==> src/rtl/ws2812_pkg.sv <==
`default_nettype none
// ============================================================================
// ws2812_pkg : shared state encoding and timing helpers for the WS2812 driver
// Revision   : 1.0
// ============================================================================
package ws2812_pkg;

    typedef enum logic [1:0] {
        IDLE  = 2'd0,
        SEND  = 2'd1,
        LATCH = 2'd2
    } state_t;

    // Floor of clk_hz * ns / 1e9, evaluated at elaboration.
    function automatic int ns_to_cycles(input longint clk_hz, input longint ns);
        return int'((clk_hz * ns) / 64'sd1000000000);
    endfunction

    function automatic bit bits_legal(input int bits);
        return (bits == 24) || (bits == 32);
    endfunction

    function automatic bit timing_legal(input int cyc_t1h, input int cyc_period,
                                        input int cyc_reset);
        return (cyc_t1h < cyc_period) && (cyc_reset < 65536);
    endfunction

    function automatic bit depth_legal(input int depth);
        return (depth >= 2) && (depth <= 16) && ((depth & (depth - 1)) == 0);
    endfunction

endpackage
`default_nettype wire

==> src/rtl/ws2812_fifo.sv <==
`default_nettype none
// ============================================================================
// ws2812_fifo : synchronous first-word-fall-through FIFO for tagged pixels
// Revision    : 1.0
// ============================================================================
module ws2812_fifo #(
    parameter int WIDTH = 25,
    parameter int DEPTH = 4
) (
    input  logic                     clk20,
    input  logic                     reset,
    input  logic                     push,
    input  logic                     pop,
    input  logic [WIDTH-1:0]         wr_data,
    output logic [WIDTH-1:0]         rd_data,
    output logic                     full,
    output logic                     empty,
    output logic [$clog2(DEPTH):0]   level,
    output logic [$clog2(DEPTH):0]   level_next
);
    localparam int c_ptr_w = $clog2(DEPTH);
    localparam logic [c_ptr_w:0] c_depth = (c_ptr_w + 1)'(DEPTH);

    logic [WIDTH-1:0]   r_mem [DEPTH];
    logic [c_ptr_w-1:0] r_wr_ptr;
    logic [c_ptr_w-1:0] r_rd_ptr;
    logic [c_ptr_w:0]   r_level;
    logic               w_do_push;
    logic               w_do_pop;

    assign full      = (r_level == c_depth);
    assign empty     = (r_level == '0);
    assign level     = r_level;
    assign rd_data   = r_mem[r_rd_ptr];
    assign w_do_push = push && !full;
    assign w_do_pop  = pop && !empty;

    always_comb begin
        level_next = r_level;
        if (w_do_push && !w_do_pop) begin
            level_next = r_level + (c_ptr_w + 1)'(1);
        end else if (w_do_pop && !w_do_push) begin
            level_next = r_level - (c_ptr_w + 1)'(1);
        end
    end

    always_ff @(posedge clk20) begin
        if (w_do_push) begin
            r_mem[r_wr_ptr] <= wr_data;
        end
    end

    always_ff @(posedge clk20) begin
        if (reset) begin
            r_wr_ptr <= '0;
            r_rd_ptr <= '0;
            r_level  <= '0;
        end else begin
            if (w_do_push) r_wr_ptr <= r_wr_ptr + c_ptr_w'(1);
            if (w_do_pop)  r_rd_ptr <= r_rd_ptr + c_ptr_w'(1);
            r_level <= level_next;
        end
    end

endmodule
`default_nettype wire

==> src/rtl/ws2812_stream.sv <==
`default_nettype none
// ============================================================================
// ws2812_stream : buffered WS2812/SK6812 strip serialiser (RGB or RGBW words)
// Revision      : 1.0
// ============================================================================
module ws2812_stream
    import ws2812_pkg::*;
#(
    parameter int CLK_HZ     = 20000000,
    parameter int BITS       = 24,
    parameter int FIFO_DEPTH = 4,
    parameter int T0H_NS     = 400,
    parameter int T1H_NS     = 800,
    parameter int PERIOD_NS  = 1250,
    parameter int RESET_US   = 300
) (
    input  logic                          clk20,
    input  logic                          reset,
    input  logic [BITS-1:0]               data_in,
    input  logic                          valid,
    input  logic                          latch,
    output logic                          ready,
    output logic [$clog2(FIFO_DEPTH):0]   fifo_level,
    output logic                          busy,
    output logic                          underrun,
    output logic                          led
);
    localparam int c_cyc_t0h    = ns_to_cycles(CLK_HZ, T0H_NS);
    localparam int c_cyc_t1h    = ns_to_cycles(CLK_HZ, T1H_NS);
    localparam int c_cyc_period = ns_to_cycles(CLK_HZ, PERIOD_NS);
    localparam int c_cyc_reset  = ns_to_cycles(CLK_HZ, RESET_US * 1000);
    localparam int c_bp_w       = $clog2(BITS);
    localparam int c_lvl_w      = $clog2(FIFO_DEPTH) + 1;

    localparam logic [15:0]         c_t0h         = 16'(c_cyc_t0h);
    localparam logic [15:0]         c_t1h         = 16'(c_cyc_t1h);
    localparam logic [15:0]         c_period_last = 16'(c_cyc_period - 1);
    localparam logic [15:0]         c_reset_last  = 16'(c_cyc_reset - 1);
    localparam logic [c_bp_w-1:0]   c_bp_top      = c_bp_w'(BITS - 1);
    localparam logic [c_lvl_w-1:0]  c_depth       = c_lvl_w'(FIFO_DEPTH);

    if (!bits_legal(BITS)) begin : g_bad_bits
        $error("ws2812_stream: BITS must be 24 or 32");
    end
    if (!timing_legal(c_cyc_t1h, c_cyc_period, c_cyc_reset)) begin : g_bad_timing
        $error("ws2812_stream: T1H must be shorter than the period and reset below 65536 cycles");
    end
    if (!depth_legal(FIFO_DEPTH)) begin : g_bad_depth
        $error("ws2812_stream: FIFO_DEPTH must be a power of 2 in 2..16");
    end

    state_t               r_state;
    state_t               w_state_next;
    logic [15:0]          r_time;
    logic [15:0]          w_time_next;
    logic [c_bp_w-1:0]    r_bitpos;
    logic [c_bp_w-1:0]    w_bitpos_next;
    logic [BITS-1:0]      r_shift;
    logic [BITS-1:0]      w_shift_next;
    logic                 r_latch;
    logic                 w_latch_next;
    logic                 r_led;
    logic                 w_led_next;
    logic                 r_underrun;
    logic                 w_underrun_next;
    logic                 r_ready;
    logic                 w_push;
    logic                 w_pop;
    logic                 w_full;
    logic                 w_empty;
    logic [BITS:0]        w_fifo_rd;
    logic [c_lvl_w-1:0]   w_level;
    logic [c_lvl_w-1:0]   w_level_next;

    assign w_push = valid && r_ready && !w_full;

    ws2812_fifo #(
        .WIDTH (BITS + 1),
        .DEPTH (FIFO_DEPTH)
    ) u_fifo (
        .clk20      (clk20),
        .reset      (reset),
        .push       (w_push),
        .pop        (w_pop),
        .wr_data    ({latch, data_in}),
        .rd_data    (w_fifo_rd),
        .full       (w_full),
        .empty      (w_empty),
        .level      (w_level),
        .level_next (w_level_next)
    );

    always_comb begin
        w_state_next    = r_state;
        w_time_next     = r_time;
        w_bitpos_next   = r_bitpos;
        w_shift_next    = r_shift;
        w_latch_next    = r_latch;
        w_pop           = 1'b0;
        w_underrun_next = 1'b0;

        case (r_state)
            IDLE: begin
                if (!w_empty) begin
                    w_pop        = 1'b1;
                    w_state_next = SEND;
                end
            end
            SEND: begin
                if (r_time == c_period_last) begin
                    w_time_next = '0;
                    if (r_bitpos != '0) begin
                        w_bitpos_next = r_bitpos - c_bp_w'(1);
                        w_shift_next  = r_shift << 1;
                    end else if (r_latch) begin
                        w_state_next = LATCH;
                    end else if (!w_empty) begin
                        w_pop = 1'b1;
                    end else begin
                        w_state_next    = IDLE;
                        w_underrun_next = 1'b1;
                    end
                end else begin
                    w_time_next = r_time + 16'd1;
                end
            end
            LATCH: begin
                if (r_time == c_reset_last) begin
                    w_state_next = IDLE;
                    w_time_next  = '0;
                end else begin
                    w_time_next = r_time + 16'd1;
                end
            end
            default: begin
                w_state_next = IDLE;
                w_time_next  = '0;
            end
        endcase

        // Every pop loads a fresh word at the top of its first bit.
        if (w_pop) begin
            w_shift_next  = w_fifo_rd[BITS-1:0];
            w_latch_next  = w_fifo_rd[BITS];
            w_bitpos_next = c_bp_top;
            w_time_next   = '0;
        end
    end

    // The line is retimed one cycle behind the serialiser state.
    assign w_led_next = (r_state == SEND) &&
                        (r_time < (r_shift[BITS-1] ? c_t1h : c_t0h));

    always_ff @(posedge clk20) begin
        if (reset) begin
            r_state    <= IDLE;
            r_time     <= '0;
            r_bitpos   <= '0;
            r_shift    <= '0;
            r_latch    <= 1'b0;
            r_led      <= 1'b0;
            r_underrun <= 1'b0;
            r_ready    <= 1'b0;
        end else begin
            r_state    <= w_state_next;
            r_time     <= w_time_next;
            r_bitpos   <= w_bitpos_next;
            r_shift    <= w_shift_next;
            r_latch    <= w_latch_next;
            r_led      <= w_led_next;
            r_underrun <= w_underrun_next;
            r_ready    <= (w_level_next < c_depth);
        end
    end

    assign ready      = r_ready;
    assign led        = r_led;
    assign underrun   = r_underrun;
    assign fifo_level = w_level;
    assign busy       = (r_state != IDLE) || !w_empty;

endmodule
`default_nettype wire

==> config.mk <==
export PLATFORM = sky130hd
export DESIGN_NAME = ws2812_stream
export DESIGN_NICKNAME = d
export VERILOG_FILES = /design/src/rtl/ws2812_pkg.sv /design/src/rtl/ws2812_fifo.sv /design/src/rtl/ws2812_stream.sv
export SDC_FILE = /design/constraint.sdc
export NUM_CORES = 1
export LEC_CHECK = 0
export CAP_MARGIN = 20
export CORE_ASPECT_RATIO = 0.9
export CORE_UTILIZATION = 25
export CTS_CLUSTER_DIAMETER = 150
export DETAILED_ROUTE_END_ITERATION = 8
export PLACE_DENSITY = 0.43
export SLEW_MARGIN = 25
export SYNTH_ARGS = -nofsm -noshare
export SYNTH_HDL_FRONTEND = slang
export SYNTH_SLANG_ARGS = --single-unit
==> constraint.sdc <==
create_clock -name clk20 -period 2.55 [get_ports clk20]
set_clock_uncertainty 0.2 [all_clocks]
set_input_delay 0.3825 -clock clk20 [delete_from_list [all_inputs] [get_ports clk20]]
set_output_delay 0.3825 -clock clk20 [all_outputs]
set_load 0.1 [all_outputs]
==> metrics.md <==
| Metric | Value |
|---|---|
| Crit. path cell count | 11 |
| Reg area | ~4200 sq um |
| Pwr Density | about 810 nW/um^2 |
| Fin. max-slew vios | 0 |
| Worst-path cell chain | inv_1 > ha_1 > and4b_1 > nand4_2 > o21a_1 > inv_1 > ha_1 > nor2b_4 > a221o_1 > a21oi_1 > nor2_1 |
| I/O Pins | 35 |
| Synth Instances | between 400 and 500 |
| Final setup viols | 0 |
| Gr usage total | between 10 and 15% |
| Post-synth top area share | a little under half |
| EDFF count, synth | 100 |
| Fin crit period | 2.36 ns |
| CP Launch Type | flip-flop |
| Critical-path maximum fanout | 4 |
| Fin util | a little under a third |
| Worst hold-check path type | flip-flop to flip-flop |
| Syn-to-layout area delta | 23.6% |
| Hold path cells | 2 |
| Pre-Repair DR Iteration Count | 4 |
| Mapped cell area | 6600 sq um |
| Drt initial violations | ~230 |
| Synth area leaders | edfxtp_1, dfxtp_1, mux4_2 |
| HPWL Detailed | roughly 8200 um |
| CTS tree | done |
| WL per Instance | 14.9 um |
| Hold Buf Count CTS | 0 |
| Measured slew at the worst slew-check pin | ~0.57 ns |
| Nets | roughly 560 |
| CTS Root Cell | clkbuf_16 |
| Later-pin clock latency in the skew report | approximately 0.43 ns |
| Antenna Diode Count | 0 |
| Via-per-instance ratio | 4.33 |
| IO buf count | 34 |
| RSZ-0062 raised after global routing | false |
| CP Capture Type | flip-flop |
| Global-route wire length before repair | 20900 um |
| Largest stage delay, worst path | 0.37 ns |
| Most frequent cell after synthesis | edfxtp_1 |
| Power Total | roughly 6600 uW |
| Buf+Inv Stages, Crit Path | 2 |
| Final period utilization | 92.7% |
| Slew margin rel. | a little over 60% |
| TNS Setup | 0 ns |
| Cell Area, Placed | 7550 sq um |
| Synth cell types | 46 |
| Placer Congestion | roughly 0.77 |
| Register area share after synthesis | a little under two thirds |
| CP arrival | 2.48 ns |
| Synth Register Bits | between 150 and 200 |
| PnR worst setup slack | roughly 0.19 ns |
| Final Hold Viols | 0 |
| Via count of the first global-routing pass | between 3000 and 4000 |
| Initial Utilization | roughly 25% |
| Syn_nets | approximately 510 |
| Reg2Reg Setup Slack | 0.19 ns |
| Leading area contributor after synthesis | edfxtp_1 |
| Syn_area_per_cell | roughly 14 sq um |
| Maximum vdd ir drop | about 0.00044 V |
| Synth Flop Type | edfxtp_1 |
| CTS H-tree lvls | 4 |
| Crit path max-delay family | compound AO/OA/AOI/OAI gates |
| Final instance area | a little over 8000 sq um |
| Core area | 26000 sq um |
| Place WS | between 0.1 and 0.15 ns |
| Share of async-settable or async-resettable flops after synthesis | 0% |
| Die ar. | roughly 27000 sq um |
| DRC violations left | 0 |
| Share of layout cells above drive strength 1 | slightly below 20% |
| Global route total overflow | 0 |
| Clk sinks | 160 |
| DRT antenna net count | 0 |
| CTS max path bufs | 2 |
| Status | finished, final reports clean |
| Die X | around 170 um |
| Critical path class | flip-flop to flip-flop |
| FP Rows | 56 |
| TritonCTS Buffers | 17 |
| Initial antenna violation count | 0 |
| Footprint of the multi-input gates | ~2300 sq um |
| Die Height | ~160 um |
| Routed wire length | approximately 13000 um |
| Fillers | 2575 |
| Clock slew at reported path FFs | about 0.07 ns |
| Fmax | 423 MHz |
| Pin count of the biggest net entering global routing | 29 |
| Top cells by count, synth | edfxtp_1, dfxtp_1, a21oi_1 |
| Leak | roughly 0.0027 uW |
| Via count | ~3800 |
| Reg2Reg Depth | 11 |
| Required time of the critical path | around 2.7 ns |
| # Max-Cap Violations | 0 |
| Slowest-stage cell, CP | dfxtp_1 |
| Ys Warns | 0 |
power by group:
| part | total [uW] | internal (uW) | switching (uW) |
|---|---|---|---|
| clock | 2470 | 1440 | 1030 |
| sequential | 3040 | 2930 | 111 |
| combinational | 1120 | 511 | 605 |
| total | 6630 | 4880 | 1750 |
worst min-delay path: stages (launching register included):
cell and delay, ns:
dfxtp_1 0.30, o21ai_0 0.06, a21oi_1 0.07
flip-flops by register name, summed over array words and instances, names as in the netlist, named ones only:
name             cells
ready                1
r_time              16
underrun             1
r_shift             24
led                  1
r_state              2
r_latch              1
u_fifo.r_wr_ptr      2
r_bitpos             5
u_fifo.level         2
u_fifo.r_rd_ptr      2
u_fifo.r_mem       100
cell usage in the layout, fill, tap and decap left out, types with 2 or more instances in the layout:
master,instances
a21o_1,2
nor4b_4,2
nand2_1,18
clkdlybuf4s50_1,27
xor2_1,7
nand3_1,5
inv_6,3
and3_1,6
clkbuf_1,4
nand4_1,4
edfxtp_1,100
dfxtp_4,2
nor2_1,28
dfxtp_2,3
or3_1,2
nand3b_1,3
inv_1,17
dfxtp_1,55
buf_4,21
nor2b_1,3
nor3_1,7
ha_1,15
and2_2,4
clkbuf_16,20
and2_1,2
clkinv_4,2
and4_1,2
nor4_4,2
nand4b_1,2
buf_12,8
o21ai_0,28
o21a_1,4
xnor2_1,11
a21oi_1,35
clkinv_2,2
mux2i_1,28
mux4_2,25
logic make-up (layout without fill, tap and decap cells):
group                    Yosys count  after routing  synth area share, %
XOR/XNOR                          18             18                 2.39
adder cells (fa/ha/maj)           17             17                 3.22
buffers and inverters             38            105                 2.58
flip-flops                       160            160                 63.7
multiplexers                      53             53                 12.8
AND/OR/NAND/NOR                   99             99                 8.87
AO/OA/AOI/OAI                     77             77                 6.48
area by class of cell:
cell class                      instances  share of cell area [%]
Sequential cell                       160                    51.7
Multi-Input combinational cell        264                    27.9
Timing Repair Buffer                   56                    7.21
Clock buffer                           24                    6.32
Tap cell                              348                    5.34
Clock inverter                          8                   0.797
Inverter                               17                   0.782
through the flow:
stage / std cells / hold slack, ns
after CTS: 877 / 0.283
after detailed placement: 845 / 0.271
after global placement: 845 / 0.264
after floorplan: 462 / 0.251
final: 877 / 0.295
after global routing: 877 / 0.324
final timing paths:
kind | startpoint | end
worst max register to register | r_time[0] | flip-flop
worst min-delay path | u_fifo.r_rd_ptr[1] | u_fifo.r_rd_ptr[1]
worst max-delay path | r_time[0] | flip-flop
worst min register to register | u_fifo.r_rd_ptr[1] | u_fifo.r_rd_ptr[1]
routing by layer:
layer / vias to the layer above / track usage (%) / share of wire [%]
met5: - / 0 / 0
met4: 0 / 4.30 / 1.2
met3: 11 / 2.68 / 3.3
met2: 50 / 17.1 / 49
met1: 1892 / 12.8 / 47
li1: 1841 / - / -
repair_timing:
| action | CTS | global route |
|---|---|---|
| endpoints found under the hold margin | 0 | 0 |
| buffers inserted | 0 | 0 |
| endpoints found under the setup margin | 0 | 8 |
| resized for setup | 0 | 6 |
(Power assumes the default switching activity.)
